## src/rtl/dds_pkg.sv

```systemverilog
// dds_pkg: shared types and default widths for the DDS sine front end.
package dds_pkg;
    typedef enum logic [1:0] {Q1 = 2'b00, Q2 = 2'b01, Q3 = 2'b10, Q4 = 2'b11} quadrant_t;
    localparam int LUT_ADDR_W      = 7;
    localparam int PHASE_W_DEFAULT = 16;
endpackage

```

## src/rtl/dds_phase_sequencer_tick_prescaler.sv

```systemverilog
// tick_prescaler: one-cycle tick every DIV enabled cycles; count freezes while en is low.
module tick_prescaler #(
    parameter int DIV = 1
) (
    input  logic clk,
    input  logic rst_n,
    input  logic en,
    output logic tick
);
    localparam int CW = DIV > 1 ? $clog2(DIV) : 1;
    logic [CW-1:0] count;
    assign tick = en && (count == CW'(DIV - 1));
    always_ff @(posedge clk or negedge rst_n)
        if (!rst_n) count <= '0;
        else if (en) count <= tick ? '0 : count + 1'b1;
endmodule

```

## src/rtl/dds_phase_sequencer.sv

```systemverilog
// dds_phase_sequencer: DDS phase accumulator emitting quarter-wave LUT address, invert flag and quadrant.
module dds_phase_sequencer
    import dds_pkg::*;
#(
    parameter int                 PHASE_W    = PHASE_W_DEFAULT,
    parameter int                 ADDR_W     = LUT_ADDR_W,
    parameter int                 SAMPLE_DIV = 1,
    parameter logic [PHASE_W-1:0] FTW_RESET  = PHASE_W'('h80)
) (
    input  logic               clk,
    input  logic               rst_n,
    input  logic               enable,
    input  logic               sync_clear,
    input  logic [PHASE_W-1:0] ftw_in,
    input  logic               ftw_valid,
    output logic               ftw_ready,
    output logic [ADDR_W-1:0]  lut_addr,
    output logic               lut_invert,
    output logic [1:0]         quadrant,
    output logic               sample_valid,
    output logic               phase_wrap
);
    logic               tick, pending, clear_req, do_clear, wrap, accept;
    logic [PHASE_W-1:0] phase, active_ftw, pending_ftw;
    logic [PHASE_W:0]   sum;
    logic [ADDR_W-1:0]  idx;
    quadrant_t          q;

    tick_prescaler #(.DIV(SAMPLE_DIV)) u_presc (
        .clk  (clk),
        .rst_n(rst_n),
        .en   (enable),
        .tick (tick)
    );

    always_comb begin
        sum      = {1'b0, phase} + {1'b0, active_ftw};
        q        = quadrant_t'(phase[PHASE_W-1 -: 2]);
        idx      = phase[PHASE_W-3 -: ADDR_W];
        do_clear = clear_req || sync_clear;
        wrap     = tick && (do_clear || sum[PHASE_W]);
        accept   = ftw_valid && !pending;
    end

    assign ftw_ready = !pending;

    // A word accepted on a wrap edge waits for the following wrap, keeping phase continuity.
    always_ff @(posedge clk or negedge rst_n) begin
        if (!rst_n) begin
            phase        <= '0;
            active_ftw   <= FTW_RESET;
            pending_ftw  <= '0;
            pending      <= 1'b0;
            clear_req    <= 1'b0;
            lut_addr     <= '0;
            lut_invert   <= 1'b0;
            quadrant     <= 2'b00;
            sample_valid <= 1'b0;
            phase_wrap   <= 1'b0;
        end else begin
            sample_valid <= tick;
            phase_wrap   <= wrap;
            clear_req    <= tick ? 1'b0 : do_clear;
            if (tick) begin
                lut_addr   <= (q == Q2 || q == Q4) ? ~idx : idx;
                lut_invert <= phase[PHASE_W-1];
                quadrant   <= q;
                phase      <= do_clear ? '0 : sum[PHASE_W-1:0];
            end
            if (wrap && pending) begin
                active_ftw <= pending_ftw;
                pending    <= 1'b0;
            end else if (accept) begin
                pending_ftw <= ftw_in;
                pending     <= 1'b1;
            end
        end
    end
endmodule

```

## config.mk

```make
export PLATFORM = sky130hd
export DESIGN_NAME = dds_phase_sequencer
export DESIGN_NICKNAME = d
export VERILOG_FILES = /design/src/rtl/dds_pkg.sv /design/src/rtl/dds_phase_sequencer_tick_prescaler.sv /design/src/rtl/dds_phase_sequencer.sv
export SDC_FILE = /design/constraint.sdc
export NUM_CORES = 1
export LEC_CHECK = 0
export CAP_MARGIN = 20
export CORE_UTILIZATION = 40
export CTS_CLUSTER_SIZE = 40
export DETAILED_ROUTE_END_ITERATION = 16
export SLEW_MARGIN = 20
export SYNTH_ARGS = -nofsm -noshare
export SYNTH_HDL_FRONTEND = slang
export SYNTH_SLANG_ARGS = --single-unit
```

## constraint.sdc

```tcl
create_clock -name clk -period 5 [get_ports clk]
set_input_delay 1 -clock clk [delete_from_list [all_inputs] [get_ports clk]]
set_output_delay 1 -clock clk [all_outputs]
set_load 0.01 [all_outputs]
```

Word level (Yosys, flattened, before mapping)
Cells that the tools add are included.
{"block": "word_totals", "word_cells": 34, "inputBits": 21, "reg_bits": 63}
{"block": "op_classes", "n_mux": 6, "n_reduce_logical": 10, "n_addsub": 2, "bitwise_logic": 3, "n_eq_ne": 2}
{"op": "16-bit by 16-bit adder with 17-bit output", "n": 1}
{"op": "16-bit two-way mux", "n": 1}
{"op": "7-bit two-way mux", "n": 1}
{"op": "7-bit inverter", "n": 1}
{"op": "1-bit logical AND", "n": 4}
{"op": "1-bit two-way mux", "n": 4}
{"op": "1-bit logical OR", "n": 3}
{"op": "2-bit by 1-bit == test with 1-bit output (second input constant)", "n": 1}
{"op": "2-bit == test (second input constant)", "n": 1}
{"op": "1-bit inverter", "n": 2}
{"op": "2-bit AND reduction", "n": 1}
{"op": "2-bit nonzero test", "n": 1}
{"op": "1-bit adder (second input constant)", "n": 1}
{"op": "1-bit logical NOT", "n": 1}

Logic depth before layout (Yosys ltp)
{"block": "depth", "depth_word": 6, "depth_mapped": 9}

Hierarchy
From an unflattened synthesis, not the netlist that was laid out.
{"block": "hier_totals", "hier_cells": 371, "area_unflattened_um2": 3687.3}
{"module": "dds_phase_sequencer", "seq_area_each_um2": 1527.7, "area_per_inst_um2": 3647.2, "instances": 1, "cells_each": 368}
{"module": "tick_prescaler", "seq_area_each_um2": 25.0, "area_per_inst_um2": 40.0, "instances": 1, "cells_each": 3}

Worst setup path after synthesis
Ideal clock, no wire load.
{"block": "synth_timing", "kind": "flip-flop to flip-flop", "startpoint": "register phase[13]", "endpoint": "register active_ftw[0]", "stages_incl_launch_ff": 9, "arrival_time_ps": 2345, "period_less_slack_ps": 2470, "n_path_buf": 2, "path_slack_ps": 2530, "path_cell_list": "dfrtp_1 ha_1 buf_2 and3_1 nand2_1 or3_4 a211oi_4 buf_8 mux2_4"}
{"block": "synth_between", "elab_chain_len": 4}
{"item": "from (decl)", "line": "dds_phase_sequencer.sv:24", "rtl": "logic [PHASE_W-1:0] phase, active_ftw, pending_ftw;"}
{"item": "from (signal assigned)", "line": "dds_phase_sequencer.sv:68", "rtl": "phase <= do_clear ? '0 : sum[PHASE_W-1:0];"}
{"item": "16-bit by 16-bit adder with 17-bit output", "line": "dds_phase_sequencer.sv:37", "rtl": "sum = {1'b0, phase} + {1'b0, active_ftw};"}
{"item": "1-bit logical OR", "line": "dds_phase_sequencer.sv:41", "rtl": "wrap = tick && (do_clear || sum[PHASE_W]);"}
{"item": "1-bit logical AND", "line": "dds_phase_sequencer.sv:41"}
{"item": "1-bit logical AND", "line": "dds_phase_sequencer.sv:70", "rtl": "if (wrap && pending) begin"}
{"item": "to (signal assigned)", "line": "dds_phase_sequencer.sv:71", "rtl": "active_ftw <= pending_ftw;"}
{"item": "to (decl)", "line": "dds_phase_sequencer.sv:24"}
Every way passes these cells.
A chain may end at the register's enable or synchronous reset.

Final worst setup path
{"block": "layout_timing", "startpoint": "register phase[14]", "endpoint": "register active_ftw[5]"}
The elaborated chain is that of the path after synthesis.

==> impl_metrics.tcl <==
set metrics [dict create \
    dieArea_um2 8270 \
    grt_pass1_wl_um 9760 \
    ir_drop_mv 0.223 \
    async_reset_ff_share_pct 100 \
    wl_per_cell_um 13.7 \
    fmax_ghz 0.319 \
    power_density_nw_per_um2 655 \
    drt_iter0_markers 46 \
    crit_arrival_ns 3.37 \
    maxCapViolations 0 \
    cts.sinks 62 \
    cp-startpoint "phase[14]$_DFFE_PN0P_" \
    hold_buffers 0 \
    critPathBufInv 0 \
    fp.dieH_um 90.9 \
    multiInputGateArea_um2 1530 \
    hold_viol 0 \
    syn2layout_area_growth_pct 19.9 \
    first_global_vias 2050 \
    fp.dieW_um 90.9 \
    num_rows 32 \
    yosys_warnings 0 \
    drcViolationCount 0 \
    crit_chain "ha_1 > and3_1 > nand2_1 > or3_4 > a211oi_4 > mux2_2" \
    critPathMaxFanout 17 \
    critical-path-max-stage-delay_ns 0.88 \
    worst_setup_path_end_kind "register" \
    crit_required_ns 5.23 \
    ys_seq_area_share_pct 49.1 \
    hold_path.class "reg -> reg" \
    worst_slew_pin_slew_ns 1.03 \
    slew_headroom_pct 30.8 \
    antenna_found_initial 0 \
    routed_via_density 5.09 \
    h-tree-depth 3 \
    core_um2 7690 \
    grt_max_degree 63 \
    period_share_pct 62.8 \
    synth_ff_type "dfrtp_1" \
    cts-buffers-inserted 9 \
    cts_tree "done" \
    ant_nets 0 \
    root_buffer "clkbuf_8" \
    portBuffers 33 \
    clk_pin_slew_ns 0.07 \
    syn-cell-area_um2 3160 \
    synth_edf_count 0 \
    report.final.slew_viol_count 0 \
    rsz0062_at_grt "false" \
    synth-seq-cells 62 \
    gp_congestion 0.867 \
    fin_hold_ws_ns 0.470 \
    synthCells 274 \
    yosysUniqueCellTypes 45 \
    synth_nets 312 \
    nFillCells 723 \
    hpwl_um 3940 \
    postLayoutCoreUtil_pct 49.3 \
    cts_setup_buffers 0 \
    routed_wl_um 5660 \
    setup_tns_ns 0 \
    cts_resized 0 \
    ios 34 \
    status "completed" \
    slowest_stage "a211oi_4" \
    critPathLaunchType "register" \
    start_util_pct 41.1 \
    syn_avg_cell_area_um2 11.5 \
    num_antenna_cells 0 \
    cpLargestDelayFamily "compound AO/OA/AOI/OAI gates" \
    p_leak_nw 1.70 \
    clk_path_buf_depth 2 \
    drive_gt1_share_pct 19.3 \
    final_nets 344 \
    via_count 2104 \
    min_period_ns 3.14 \
    critical_path_class "reg -> reg" \
    setup_viol 0 \
    dr.pass1.iters 5 \
    grt_usage_pct 15.2 \
    r2r-start "phase[14]$_DFFE_PN0P_" \
    grt_overflow_total 0 \
    clock_latency_ns 0.34 \
    regArea_um2 1550 \
    min_from "quadrant[0]$_DFFE_PN0P_" \
    finalPower_mw 2.49 \
    finClkSkew_ns 0.00702 \
]
[logic make-up after synthesis]
kind of cell	count (synthesis)	share of synthesized area, %
compound gates	66	14.2
simple gates	59	9.22
fa+ha+maj	17	6.96
buf+inv	19	2.77
flops	62	49.1
mux	33	12.8
xor+xnor	18	4.98
[path summary, 6_finish.rpt]
check,endpoint,slack (ns),depth (start not counted)
hold reg to reg,quadrant[0]$_DFFE_PN0P_,0.47,2
hold / removal,quadrant[0]$_DFFE_PN0P_,0.47,2
max in group asynchronous,pending_ftw[4]$_DFFE_PN0P_,3.68,2
setup / recovery,active_ftw[5]$_DFFE_PN0P_,1.86,6
min in group asynchronous,u_presc.count$_DFFE_PN0P_,0.81,2
setup reg to reg,active_ftw[5]$_DFFE_PN0P_,1.86,6
[state kept, by name, summed over array words and instances (netlist names)]
| register | cells |
|---|---|
| active_ftw | 16 |
| pending_ftw | 16 |
| phase_wrap | 1 |
| u_presc.count | 1 |
| lut_invert | 1 |
| pending | 1 |
| sample_valid | 1 |
| phase | 16 |
| lut_addr | 7 |
| clear_req | 1 |
| quadrant | 1 |
[cells in the mapped netlist, drive strengths merged, types with 2 or more instances]
cell type,n,area (µm²)
buf,3,27.5
o21a,2,15.0
nand3,5,25.0
and3,4,25.0
nand2b,2,12.5
inv,3,11.3
a21o,6,45.0
dfrtp,61,1530
a21oi,18,93.8
xor2,3,26.3
o211ai,2,15.0
nor2,9,36.3
o31ai,2,15.0
a22o,13,114
xnor2,15,131
mux2,32,394
o21ai,14,70.1
nor2b,3,18.8
ha,16,200
nand4,6,37.5
clkbuf,13,48.8
a211oi,2,27.5
nand2,24,90.1
nor3,2,10.0
[stage by stage]
step	instances	setup slack (ns)	cell area, µm²
floorplan	274	2.53	3160
global placement	397	1.81	3570
detailed placement	397	1.78	3570
CTS	413	1.84	3790
global route	413	1.65	3790
finish	413	1.86	3790
[cell type report]
type / count / share of cell area (%)
Clock buffer: 13 / 4.72
Clock inverter: 3 / 1.06
Inverter: 3 / 0.297
Multi-Input combinational cell: 193 / 40.3
Sequential cell: 62 / 40.9
Tap cell: 102 / 3.36
Timing Repair Buffer: 37 / 9.37
[worst reg2reg max path, cell delays in order, from the launching register on]
cell      delay, ns
dfrtp_1        0.54
ha_1           0.49
and3_1         0.21
nand2_1        0.07
or3_4          0.41
a211oi_4       0.88
mux2_2         0.42
[cell usage in the layout (no fill, tap or decap), types with 6 or more instances in the layout]
master / Yosys / layout
o21ai_0: 13 / 13
ha_1: 16 / 16
nand4_1: 6 / 6
xnor2_1: 15 / 15
a21o_1: 6 / 6
clkdlybuf4s50_1: 0 / 32
dfrtp_1: 61 / 61
nor2_1: 8 / 8
a22o_1: 13 / 13
a21oi_1: 17 / 17
nand2_1: 24 / 24
mux2_4: 9 / 9
mux2_2: 23 / 23
clkbuf_8: 0 / 13
[layer usage]
| metal | global-route usage [%] | vias up | part of all wire, % |
|---|---|---|---|
| met2 | 22.2 | 51 | 44 |
| met4 | 9.39 | 0 | 2.6 |
| li1 | - | 1046 | - |
| met5 | 0 | - | 0 |
| met3 | 3.28 | 12 | 4.0 |
| met1 | 20.6 | 995 | 50 |
[report_power, final]
| part | leakage (nW) | total [mW] | internal, mW | switching, mW |
|---|---|---|---|---|
| clock | 0.115 | 0.472 | 0.283 | 0.190 |
| combinational | 0.819 | 1.13 | 0.592 | 0.540 |
| sequential | 0.763 | 0.881 | 0.725 | 0.156 |
| total | 1.70 | 2.49 | 1.60 | 0.886 |
Note: power is estimated with default switching activity, not from simulation.
